$ cat src/rtl/booth_mul_arbiter_pkg.sv
// Shared definitions for the booth multiplier arbiter slice.
// Holds the 2-bit FSM state encoding, default sizing constants and a
// helper that derives the requester id width from the requester count.
package booth_mul_arbiter_pkg;

  typedef enum logic [1:0] {
    ST_IDLE  = 2'd0,
    ST_START = 2'd1,
    ST_BUSY  = 2'd2,
    ST_RESP  = 2'd3
  } state_t;

  localparam int DEF_N       = 8;
  localparam int DEF_ALPHA   = 3;
  localparam int DEF_R       = 4;
  localparam int DEF_MUL_LAT = DEF_N / 2 + 1;

  // Width needed to encode a requester index (at least one bit).
  function automatic int id_width(input int r);
    return (r <= 1) ? 1 : $clog2(r);
  endfunction

endpackage

$ cat src/rtl/booth_mul_arbiter_booth.sv
// Radix-4 booth multiplier, signed N x N -> 2N, one digit per clock.
// A start pulse loads the operands; N/2 cycles later ans holds the product
// and stays there until the next start. There is no done flag.
// Ports:
//   clk    in  1    clock
//   rst_n  in  1    asynchronous active-low reset
//   start  in  1    load operands and begin
//   m      in  N    signed multiplicand
//   q      in  N    signed multiplier
//   ans    out 2N   signed product
module booth #(
  parameter int N     = 8,
  parameter int alpha = 3
) (
  input  logic           clk,
  input  logic           rst_n,
  input  logic           start,
  input  logic [N-1:0]   m,
  input  logic [N-1:0]   q,
  output logic [2*N-1:0] ans
);

  localparam int STEPS = N / 2;

  logic [2*N-1:0] acc;
  logic [2*N-1:0] mcand;
  logic [N:0]     mplier;
  logic [alpha-1:0] iter;
  logic           run;
  logic [2*N-1:0] pp;

  // Booth digit recoding of the low three multiplier bits into a partial
  // product of 0, +-M or +-2M; mcand is already weighted by 4^iteration.
  always_comb begin
    pp = '0;
    case (mplier[2:0])
      3'b001, 3'b010: pp = mcand;
      3'b011:         pp = mcand << 1;
      3'b100:         pp = -(mcand << 1);
      3'b101, 3'b110: pp = -mcand;
      default:        pp = '0;
    endcase
  end

  // Iteration engine: accumulate, shift multiplicand up and multiplier
  // down (arithmetically, so the top digit sees the sign) by two bits.
  always_ff @(posedge clk or negedge rst_n) begin
    if (!rst_n) begin
      acc    <= '0;
      mcand  <= '0;
      mplier <= '0;
      iter   <= '0;
      run    <= 1'b0;
    end else if (start) begin
      acc    <= '0;
      mcand  <= {{N{m[N-1]}}, m};
      mplier <= {q, 1'b0};
      iter   <= '0;
      run    <= 1'b1;
    end else if (run) begin
      acc    <= acc + pp;
      mcand  <= mcand << 2;
      mplier <= {{2{mplier[N]}}, mplier[N:2]};
      iter   <= iter + 1'b1;
      if (iter == alpha'(STEPS - 1)) run <= 1'b0;
    end
  end

  assign ans = acc;

endmodule

$ cat src/rtl/booth_mul_arbiter_rr.sv
// Round-robin arbiter (combinational).
// Ports:
//   req   in  R    request vector
//   ptr   in  IDW  highest-priority index for this decision
//   grant out R    one-hot grant (all zero when no request)
//   idx   out IDW  encoded index of the granted requester
//   any   out 1    at least one request present
module rr_arbiter #(
  parameter int R   = 4,
  parameter int IDW = 2
) (
  input  logic [R-1:0]   req,
  input  logic [IDW-1:0] ptr,
  output logic [R-1:0]   grant,
  output logic [IDW-1:0] idx,
  output logic           any
);

  // Walk the requesters starting at ptr and wrapping; the first hit wins.
  always_comb begin
    int i;
    i     = 0;
    grant = '0;
    idx   = '0;
    any   = 1'b0;
    for (int k = 0; k < R; k++) begin
      i = int'(ptr) + k;
      if (i >= R) i = i - R;
      if (!any && req[i]) begin
        any      = 1'b1;
        grant[i] = 1'b1;
        idx      = IDW'(i);
      end
    end
  end

endmodule

$ cat src/rtl/booth_mul_arbiter.sv
// Shares one radix-4 booth multiplier between R requesters.
// Round-robin grant in IDLE, one-cycle start pulse, fixed-latency wait
// (the booth core has no done flag), then a registered response held
// until the consumer accepts it.
// Ports:
//   clk_100MHz in  1     system clock
//   rst_n      in  1     asynchronous active-low reset
//   req_valid  in  R     per-requester operand valid
//   req_ready  out R     one-hot accept, only in IDLE
//   req_m      in  R*N   multiplicands, requester i at [i*N +: N]
//   req_q      in  R*N   multipliers, same packing
//   rsp_valid  out 1     result valid
//   rsp_ready  in  1     consumer accepts result
//   rsp_id     out IDW   requester index of the result
//   rsp_ans    out 2N    signed product
module booth_mul_arbiter
  import booth_mul_arbiter_pkg::*;
#(
  parameter int N       = DEF_N,
  parameter int ALPHA   = DEF_ALPHA,
  parameter int R       = DEF_R,
  parameter int MUL_LAT = N / 2 + 1,
  parameter int IDW     = id_width(R)
) (
  input  logic           clk_100MHz,
  input  logic           rst_n,
  input  logic [R-1:0]   req_valid,
  output logic [R-1:0]   req_ready,
  input  logic [R*N-1:0] req_m,
  input  logic [R*N-1:0] req_q,
  output logic           rsp_valid,
  input  logic           rsp_ready,
  output logic [IDW-1:0] rsp_id,
  output logic [2*N-1:0] rsp_ans
);

  localparam int CW = $clog2(MUL_LAT + 1);

  state_t         state, state_next;
  logic [IDW-1:0] rr_ptr;
  logic [N-1:0]   op_m, op_q;
  logic [IDW-1:0] op_id;
  logic [CW-1:0]  cnt;
  logic           mul_start;
  logic           accept;
  logic [R-1:0]   grant;
  logic [IDW-1:0] g_idx;
  logic           g_any;
  logic [2*N-1:0] booth_ans;

  rr_arbiter #(.R(R), .IDW(IDW)) u_arb (
    .req   (req_valid),
    .ptr   (rr_ptr),
    .grant (grant),
    .idx   (g_idx),
    .any   (g_any)
  );

  booth #(.N(N), .alpha(ALPHA)) u_booth (
    .clk   (clk_100MHz),
    .rst_n (rst_n),
    .start (mul_start),
    .m     (op_m),
    .q     (op_q),
    .ans   (booth_ans)
  );

  always_ff @(posedge clk_100MHz or negedge rst_n) begin
    if (!rst_n) state <= ST_IDLE;
    else        state <= state_next;
  end

  // Next state and handshake outputs. The grant is masked while reset is
  // held so req_ready reads zero during reset even with requests pending.
  always_comb begin
    state_next = state;
    mul_start  = 1'b0;
    accept     = 1'b0;
    req_ready  = '0;
    rsp_valid  = 1'b0;
    case (state)
      ST_IDLE: begin
        if (g_any && rst_n) begin
          req_ready  = grant;
          accept     = 1'b1;
          state_next = ST_START;
        end
      end
      ST_START: begin
        mul_start  = 1'b1;
        state_next = ST_BUSY;
      end
      ST_BUSY: begin
        if (cnt == '0) state_next = ST_RESP;
      end
      ST_RESP: begin
        rsp_valid = 1'b1;
        if (rsp_ready) state_next = ST_IDLE;
      end
      default: state_next = ST_IDLE;
    endcase
  end

  // Operand capture, pointer advance, latency countdown and response latch.
  always_ff @(posedge clk_100MHz or negedge rst_n) begin
    if (!rst_n) begin
      rr_ptr  <= '0;
      op_m    <= '0;
      op_q    <= '0;
      op_id   <= '0;
      cnt     <= '0;
      rsp_id  <= '0;
      rsp_ans <= '0;
    end else begin
      if (accept) begin
        op_m   <= req_m[int'(g_idx)*N +: N];
        op_q   <= req_q[int'(g_idx)*N +: N];
        op_id  <= g_idx;
        rr_ptr <= (g_idx == IDW'(R - 1)) ? '0 : g_idx + 1'b1;
      end
      if (state == ST_START) begin
        cnt <= CW'(MUL_LAT - 1);
      end else if (state == ST_BUSY) begin
        if (cnt == '0) begin
          rsp_ans <= booth_ans;
          rsp_id  <= op_id;
        end else begin
          cnt <= cnt - 1'b1;
        end
      end
    end
  end

endmodule

$ cat config.mk
export PLATFORM = sky130hd
export DESIGN_NAME = booth_mul_arbiter
export DESIGN_NICKNAME = d
export VERILOG_FILES = /design/src/rtl/booth_mul_arbiter_pkg.sv /design/src/rtl/booth_mul_arbiter_booth.sv /design/src/rtl/booth_mul_arbiter_rr.sv /design/src/rtl/booth_mul_arbiter.sv
export SDC_FILE = /design/constraint.sdc
export NUM_CORES = 1
export LEC_CHECK = 0
export CAP_MARGIN = 20
export CORE_MARGIN = 1
export CORE_UTILIZATION = 35
export CTS_CLUSTER_DIAMETER = 60
export DETAILED_ROUTE_END_ITERATION = 10
export REMOVE_ABC_BUFFERS = 1
export SYNTH_ARGS = -nofsm -noshare
export SYNTH_HDL_FRONTEND = slang
export SYNTH_SLANG_ARGS = --single-unit
$ cat constraint.sdc
create_clock -name clk_100MHz -period 5.7 [get_ports clk_100MHz]
set_input_delay 1.425 -clock clk_100MHz [delete_from_list [all_inputs] [get_ports clk_100MHz]]
set_output_delay 1.425 -clock clk_100MHz [all_outputs]
set_load 0.01 [all_outputs]
==> results of run 1 <==
-- power by group --
part	leakage, nW	switching (mW)	internal (mW)
combinational	2.27	1.90	1.61
clock	0.131	0.270	0.303
sequential	1.11	0.283	0.921
-- critical path, stage by stage --
cell	delay [ns]
clkdlybuf4s50_1	0.53
mux4_2	0.62
or2_1	0.29
nor2_1	0.20
and2_1	0.24
nand2_1	0.07
a21oi_1	0.13
clkdlybuf4s50_1	0.56
-- routing by layer --
metal,wire length (um),global-route usage [%]
met3,945,3.53
met1,7650,22.9
met5,0,0
met2,7510,26.9
met4,218,6.23
-- worst paths after layout --
kind                                       start              end  cells past startpoint
max in group asynchronous                  rst_n      u_booth.run                      2
worst max register to register  u_booth.mcand[0]  u_booth.ans[15]                     17
worst min register to register           op_m[1]          op_m[1]                      2
worst min-delay path                     op_m[1]          op_m[1]                      2
min in group asynchronous                  rst_n  u_booth.ans[15]                      1
worst max-delay path                req_valid[3]     req_ready[0]                      8
-- logic make-up after synthesis --
group	count (synthesis)	synth area share, %
multiplexers	87	14.7
AO/OA/AOI/OAI	222	21.8
flip-flops	88	31.9
AND/OR/NAND/NOR	236	16.8
buffers and inverters	88	5.49
XOR/XNOR	28	3.55
adder cells (fa/ha/maj)	31	5.72
-- layout make-up --
cell class / count / area share (%)
clock inverters: 7 / 0.727
multi-input cells: 604 / 52.4
clock buffers: 9 / 2.73
repair buffers: 107 / 12.5
flip-flops and latches: 88 / 26.7
well taps: 265 / 4.01
inverters: 21 / 0.954
-- flip-flops by register name, summed over array words and instances (netlist names), 3 cells and up, named ones only --
name / flops
cnt: 3
op_q: 8
u_booth.ans: 16
u_booth.mcand: 16
u_booth.mplier: 9
op_m: 8
rsp_ans: 16
u_booth.iter: 3
-- through the flow --
step	power [mW]	setup slack (ns)	setup TNS (ns)	instances
6_report	5.28	0.205	0	1101
5_1_grt	5.80	0.0236	0	1101
4_1_cts	5.34	0.213	0	1101
3_5_place_dp	4.73	0.236	0	1085
3_3_place_gp	4.70	0.244	0	1085
2_1_floorplan	3.80	-0.459	-1.84	713
-- cell usage after synthesis (all sizes together) (21+ instances only) --
| master | instances | area (um2) |
|---|---|---|
| clkbuf | 48 | 180 |
| dfrtp | 88 | 2200 |
| ha | 30 | 375 |
| o21ai | 81 | 435 |
| nor2 | 53 | 199 |
| mux2 | 41 | 492 |
| a211oi | 30 | 225 |
| nand2 | 81 | 304 |
| a21oi | 30 | 161 |
| mux2i | 42 | 433 |
| inv | 21 | 78.8 |
| nor3 | 26 | 135 |
==> impl_metrics.env, run 1 <==
export IMPL_core_um2=19400
export IMPL_area_growth_pct=19.6
export IMPL_grt_pass1_vias=5506
export IMPL_grt_setup_unrepaired="no"
export IMPL_tritoncts="built"
export IMPL_seq_area_um2=2200
export IMPL_drtIter0Drc=313
export IMPL_dieArea_um2=20300
export IMPL_antenna_found_initial=0
export IMPL_cts_path_max_buffers=2
export IMPL_synth_distinct_cells=69
export IMPL_hp_class="reg -> reg"
export IMPL_nFillCells=1969
export IMPL_power_density_nw_per_um2=640
export IMPL_peakVddDrop_mv=0.301
export IMPL_dp_hpwl_um=11600
export IMPL_wl_um=16300
export IMPL_skew_ns=0.00622
export IMPL_cts_root_buffer="clkbuf_16"
export IMPL_nNetsFinal=933
export IMPL_layout_common_cells="92 x clkdlybuf4s50_1, 86 x dfrtp_1, 81 x nand2_1"
export IMPL_postSynth_asyncResetShare_pct=100
export IMPL_startpoint_type="input port"
export IMPL_ioPinCount=94
export IMPL_slew_headroom_pct=37.8
export IMPL_multi_input_area_um2=4330
export IMPL_crit_fanout=8
export IMPL_postLayoutCoreUtil_pct=42.6
export IMPL_gp_congestion=0.844
export IMPL_syn_area_um2=6910
export IMPL_synth_flop_cell="dfrtp_1"
export IMPL_cp_arrival_ns=4.07
export IMPL_yosys_warnings=0
export IMPL_cts_max_level=3
export IMPL_drc=0
export IMPL_grt_overflow_total=0
export IMPL_fin_hold_ws_ns=0.478
export IMPL_grt_max_degree=61
export IMPL_drive_above_1_share_pct=11.0
export IMPL_wl_per_cell_um=14.8
export IMPL_reg2reg_slack_ns=1.35
export IMPL_design_area_um2=8260
export IMPL_start_util_pct=35.6
export IMPL_synth_seq_cells=88
export IMPL_io_buffers=93
export IMPL_ant_nets=0
export IMPL_grt_usage_pct=17.1
export IMPL_finalHoldViolCount=0
export IMPL_netlist_instances=780
export IMPL_chipWidth_um=142
export IMPL_cts_sinks=88
export IMPL_worst_pin_slew_ns=0.930
export IMPL_first_pass_iters=5
export IMPL_ctsResizeCount=0
export IMPL_status="finished clean"
export IMPL_leakage_nw=3.50
export IMPL_die_height_um=142
export IMPL_cp_end_kind="output pin"
export IMPL_postCtsSetupBuffers=0
export IMPL_synth_edf_count=0
export IMPL_path_class="in -> out"
export IMPL_period_minus_slack_ns=5.49
export IMPL_cts_buffers=9
export IMPL_syn_area_per_cell_um2=8.85
export IMPL_final_max_slew_viol_count=0
export IMPL_final_common_cell="clkdlybuf4s50_1"
export IMPL_clk_latency_ns=0.36
export IMPL_worstPathRequired_ns=4.28
export IMPL_antennaDiodeCount=0
export IMPL_fmax_mhz=182
export IMPL_post_route_period_util_pct=96.4
export IMPL_cap_violations=0
export IMPL_yosysSeqAreaShare_pct=31.9
export IMPL_via_per_inst=5.33
export IMPL_num_rows=51
export IMPL_cts_clk_slew_worst_paths_ns=0.06
export IMPL_setup_viol=0
export IMPL_ctsHoldBuffers=0
export IMPL_grt_pass1_wl_um=27800
export IMPL_dr_total_vias=5869
export IMPL_place_area_um2=7980
No activity file was read; power rests on OpenSTA's default activity.
==> inputs of run 2 (changes only) <==
--- a/config.mk
+++ b/config.mk
@@ -10,7 +10,6 @@
 export CORE_UTILIZATION = 35
 export CTS_CLUSTER_DIAMETER = 60
 export DETAILED_ROUTE_END_ITERATION = 10
-export REMOVE_ABC_BUFFERS = 1
 export SYNTH_ARGS = -nofsm -noshare
 export SYNTH_HDL_FRONTEND = slang
 export SYNTH_SLANG_ARGS = --single-unit
==> impl_metrics.env, run 2 (synthesis results as in run 1) <==
export IMPL_status="finished clean"
export IMPL_finalHoldViolCount=0
export IMPL_place_ws_ns=0.308
export IMPL_setup_viol=0
export IMPL_cts_path_max_buffers=2
export IMPL_grt_setup_unrepaired="no"
export IMPL_cap_violations=0
export IMPL_cts_max_level=3
export IMPL_ant_nets=0
export IMPL_layout_common_cells="92 x clkdlybuf4s50_1, 86 x dfrtp_1, 81 x nand2_1"
export IMPL_dr_wl_met3_um=842
export IMPL_postCtsSetupBuffers=0
export IMPL_ctsResizeCount=0
export IMPL_highest_layer="met4"
export IMPL_cts_root_buffer="clkbuf_16"
export IMPL_wl_per_cell_um=15.0
export IMPL_worstPathRequired_ns=4.28
export IMPL_fmax_mhz=184
export IMPL_nNetsFinal=938
export IMPL_final_max_slew_viol_count=0
export IMPL_finalPower_mw=5.37
export IMPL_place_area_um2=8010
export IMPL_first_pass_iters=5
export IMPL_post_route_period_util_pct=95.1
export IMPL_start_util_pct=35.6
export IMPL_skew_ns=0.00632
export IMPL_period_minus_slack_ns=5.42
export IMPL_path_class="in -> out"
export IMPL_area_growth_pct=20.5
export IMPL_grt_pass1_vias=5619
export IMPL_peakVddDrop_mv=0.284
export IMPL_cts_sinks=88
export IMPL_grt_overflow_total=0
export IMPL_cp_end_kind="output pin"
export IMPL_grt_pass1_wl_um=28000
export IMPL_clk_latency_ns=0.35
export IMPL_drtIter0Drc=338
export IMPL_grt_max_degree=61
export IMPL_cts_buffers=9
export IMPL_dpl_cell_count=1090
export IMPL_drt_met1_wl_um=7780
export IMPL_power_density_nw_per_um2=645
export IMPL_grt_usage_pct=17.3
export IMPL_startpoint_type="input port"
export IMPL_chipWidth_um=142
export IMPL_cp_arrival_ns=4.00
export IMPL_ctsHoldBuffers=0
export IMPL_slew_headroom_pct=38.8
export IMPL_die_height_um=142
export IMPL_final_cells=1105
export IMPL_worst_pin_slew_ns=0.916
export IMPL_leakage_nw=3.55
export IMPL_wl_met2_um=7710
export IMPL_via_per_inst=5.37
export IMPL_dieArea_um2=20300
export IMPL_syn_num_nets=882
export IMPL_design_area_um2=8320
export IMPL_gp_congestion=0.825
export IMPL_ioPinCount=94
export IMPL_drc=0
export IMPL_cts_clk_slew_worst_paths_ns=0.06
export IMPL_tritoncts="built"
export IMPL_antennaDiodeCount=0
export IMPL_num_rows=51
export IMPL_dp_hpwl_um=12000
export IMPL_drive_above_1_share_pct=11.3
export IMPL_finalWorstSetupSlack_ns=0.278
export IMPL_setup_tns_ns=0
export IMPL_core_um2=19400
export IMPL_crit_fanout=8
export IMPL_antenna_found_initial=0
export IMPL_hp_class="reg -> reg"
export IMPL_dr_total_vias=5932
export IMPL_wl_um=16600
export IMPL_io_buffers=93
export IMPL_final_common_cell="clkdlybuf4s50_1"
[run 2: cell count changes in the layout (fill, tap and decap cells not counted)]
cell / change
inv_6: -2
clkinvlp_4: -2
clkbuf_1: +1
buf_4: +5
clkinv_2: +1
bufinv_16: +2
inv_8: -1
[run 2: where the power goes]
group | leakage [nW] | internal [mW] | switching (mW) | total (mW)
logic | 2.29 | 1.63 | 1.92 | 3.54
clock network | 0.149 | 0.382 | 0.246 | 0.628
registers | 1.11 | 0.923 | 0.276 | 1.20
total | 3.55 | 2.93 | 2.44 | 5.37
[run 2: worst max-delay path: stages]
cell	delay [ns]
clkdlybuf4s50_1	0.54
mux4_2	0.62
or2_1	0.29
nor2_1	0.12
and2_1	0.22
nand2_1	0.07
a21oi_1	0.15
clkdlybuf4s50_1	0.56
[run 2: cell type report]
cell class	instances	area, um2
multi-input combinational	604	4330
sequential	88	2200
tap	265	332
fill	1960	11100
timing repair buffer	112	1070
clock inverter	5	81.3
inverter	21	78.8
clock buffer	10	229
[run 2: per-layer routing]
layer	up-vias	GRT usage (%)
li1	2981	-
met1	2793	22.8
met2	143	27.9
met3	15	3.57
met4	0	5.89
met5	-	0
[run 2: per-stage QoR]
stage / hold WS, ns / util, %
floorplan: 0.450 / -
global placement: 0.459 / 41.3
detailed placement: 0.472 / 41.3
CTS: 0.486 / 42.9
global route: 0.513 / 42.9
finish: 0.480 / 42.9
[run 2: worst paths after layout]
kind / endpoint / cells after the start / slack, ns / from
worst max-delay path: req_ready[2] / 8 / 0.28 / req_valid[2]
worst min-delay path: op_q[2] / 2 / 0.48 / op_q[2]
worst max register to register: u_booth.ans[15] / 17 / 1.38 / u_booth.mcand[0]
worst min register to register: op_q[2] / 2 / 0.48 / op_q[2]
max in group asynchronous: u_booth.run / 3 / 3.40 / rst_n
min in group asynchronous: rsp_ans[13] / 2 / 1.22 / rst_n
==> inputs of run 3 (changes only) <==
--- a/config.mk
+++ b/config.mk
@@ -10,6 +10,8 @@
 export CORE_UTILIZATION = 35
 export CTS_CLUSTER_DIAMETER = 60
 export DETAILED_ROUTE_END_ITERATION = 10
+export PLACE_DENSITY = 0.62
+export RECOVER_POWER = 25
 export SYNTH_ARGS = -nofsm -noshare
 export SYNTH_HDL_FRONTEND = slang
 export SYNTH_SLANG_ARGS = --single-unit
==> impl_metrics.env, run 3 (synthesis results as in run 1) <==
export IMPL_grt_pass1_vias=5392
export IMPL_skew_ns=0.00887
export IMPL_cts_buffers=9
export IMPL_ioPinCount=94
export IMPL_finalPower_mw=5.27
export IMPL_comb_power_share_pct=67.1
export IMPL_worst_path_max_delay_cell="mux4_2"
export IMPL_antennaDiodeCount=0
export IMPL_via_per_inst=5.38
export IMPL_post_route_period_util_pct=94.6
export IMPL_cts_sinks=88
export IMPL_crit_chain="clkdlybuf4s50_1 > mux4_2 > or2_1 > nor2_1 > and2_1 > nand2_1 > a21oi_1 > clkdlybuf4s50_1"
export IMPL_chipWidth_um=142
export IMPL_ctsHoldBuffers=0
export IMPL_layout_common_cells="92 x clkdlybuf4s50_1, 86 x dfrtp_1, 81 x nand2_1"
export IMPL_cts_max_level=3
export IMPL_gp_congestion=0.872
export IMPL_hp_class="reg -> reg"
export IMPL_area_growth_pct=19.8
export IMPL_slowest_delay_ns=0.61
export IMPL_drive_above_1_share_pct=10.9
export IMPL_postCtsSetupBuffers=0
export IMPL_tritoncts="built"
export IMPL_dp_hpwl_um=11900
export IMPL_cts_root_buffer="clkbuf_16"
export IMPL_cp_end_kind="output pin"
export IMPL_peakVddDrop_mv=0.365
export IMPL_drc=0
export IMPL_first_pass_iters=7
export IMPL_ctsResizeCount=0
export IMPL_ant_nets=0
export IMPL_worstPathRequired_ns=4.28
export IMPL_fmax_mhz=185
export IMPL_cp_arrival_ns=3.97
export IMPL_clk_latency_ns=0.35
export IMPL_power_density_nw_per_um2=637
export IMPL_worst_pin_slew_ns=2.38
export IMPL_grtUsageMet2_pct=27.2
export IMPL_violations="capacitance limit, slew limit"
export IMPL_dr_total_vias=5953
export IMPL_final_common_cell="clkdlybuf4s50_1"
export IMPL_grt_pass1_wl_um=27100
export IMPL_dieArea_um2=20300
export IMPL_leakage_nw=3.52
export IMPL_status="finished with violations"
export IMPL_cts_path_max_buffers=2
export IMPL_use_met1_pct=22.0
export IMPL_nFillCells=1976
export IMPL_top_usage_layer="met2"
export IMPL_wl_um=16200
export IMPL_cap_violations=2
export IMPL_start_util_pct=35.6
export IMPL_intPower_mw=2.84
export IMPL_final_max_slew_viol_count=92
export IMPL_core_um2=19400
export IMPL_path_class="in -> out"
export IMPL_use_met3_pct=3.23
export IMPL_path_common_cell="clkdlybuf4s50_1"
export IMPL_switching_share_pct=46.0
export IMPL_startpoint_type="input port"
export IMPL_grt_usage_pct=16.6
export IMPL_setup_viol=0
export IMPL_wl_per_cell_um=14.6
export IMPL_setup_tns_ns=0
export IMPL_switchingPower_mw=2.43
export IMPL_grt_max_degree=61
export IMPL_clock_power_share_pct=10.5
export IMPL_antenna_found_initial=0
export IMPL_seq_power_share_pct=22.4
export IMPL_num_rows=51
export IMPL_die_height_um=142
export IMPL_grt_setup_unrepaired="no"
export IMPL_finalHoldViolCount=0
export IMPL_period_minus_slack_ns=5.39
export IMPL_nNetsFinal=938
export IMPL_syn_num_nets=882
export IMPL_drtIter0Drc=373
export IMPL_crit_fanout=8
export IMPL_cts_clk_slew_worst_paths_ns=0.06
export IMPL_grt_overflow_total=0
export IMPL_slew_headroom_pct=-58.5
export IMPL_io_buffers=93
## run 3: changes by cell type in the layout (fill, tap and decap cells not counted), sizes merged
cell | previous run | this run
buf | 20 | 17
bufinv | 2 | 0
clkbuf | 10 | 13
clkinv | 1 | 3
clkinvlp | 1 | 2
## run 3: worst paths after layout
| kind | cells after the start | startpoint | slack, ns | end |
|---|---|---|---|---|
| max reg2reg | 17 | u_booth.mcand[1] | 1.48 | u_booth.ans[15] |
| min | 2 | op_q[3] | 0.48 | u_booth.mplier[4] |
| max | 8 | req_valid[3] | 0.31 | req_ready[3] |
| min reg2reg | 2 | op_q[3] | 0.48 | u_booth.mplier[4] |
| max in group asynchronous | 3 | rst_n | 1.91 | u_booth.run |
| min in group asynchronous | 2 | rst_n | 2.11 | u_booth.ans[10] |
## run 3: cell type report
type / instances / area [um2] / share of cell area (%)
flip-flops and latches: 88 / 2200 / 26.6
repair buffers: 112 / 1060 / 12.8
multi-input cells: 604 / 4330 / 52.3
well taps: 265 / 332 / 4.01
inverters: 21 / 78.8 / 0.953
clock inverters: 6 / 46.3 / 0.559
clock buffers: 10 / 229 / 2.77
## run 3: power groups by stage
stage               clock, mW  combinational (mW)  sequential [mW]
floorplan                   0                2.88             1.09
global placement            0                3.51             1.19
detailed placement          0                3.55             1.20
CTS                     0.571                3.56             1.19
global route            0.588                3.96             1.23
finish                  0.551                3.54             1.18
## run 3: per-layer routing
layer | routed length, um | part of all wire (%) | vias to the layer above
li1 | - | - | 2987
met2 | 7610 | 47 | 152
met1 | 7510 | 46 | 2799
met5 | 0 | 0 | -
met3 | 850 | 5.3 | 15
met4 | 201 | 1.2 | 0
## run 3: stage by stage
stage / worst slack (ns) / hold slack [ns] / cell area, um2 / utilization, % / instances
after floorplan: 0.706 / 0.450 / 6910 / - / 780
after global placement: 0.368 / 0.462 / 8010 / 41.3 / 1090
after detailed placement: 0.350 / 0.467 / 8010 / 41.3 / 1090
after CTS: 0.334 / 0.481 / 8290 / 42.7 / 1106
after global routing: 0.201 / 0.511 / 8280 / 42.7 / 1106
final: 0.306 / 0.477 / 8280 / 42.7 / 1106
## run 3: critical path: cells and delay by family
family / cells / cell delay, ns
buffers and inverters: 2 / 1.09
AND/OR/NAND/NOR: 4 / 0.71
multiplexers: 1 / 0.61
AO/OA/AOI/OAI: 1 / 0.13
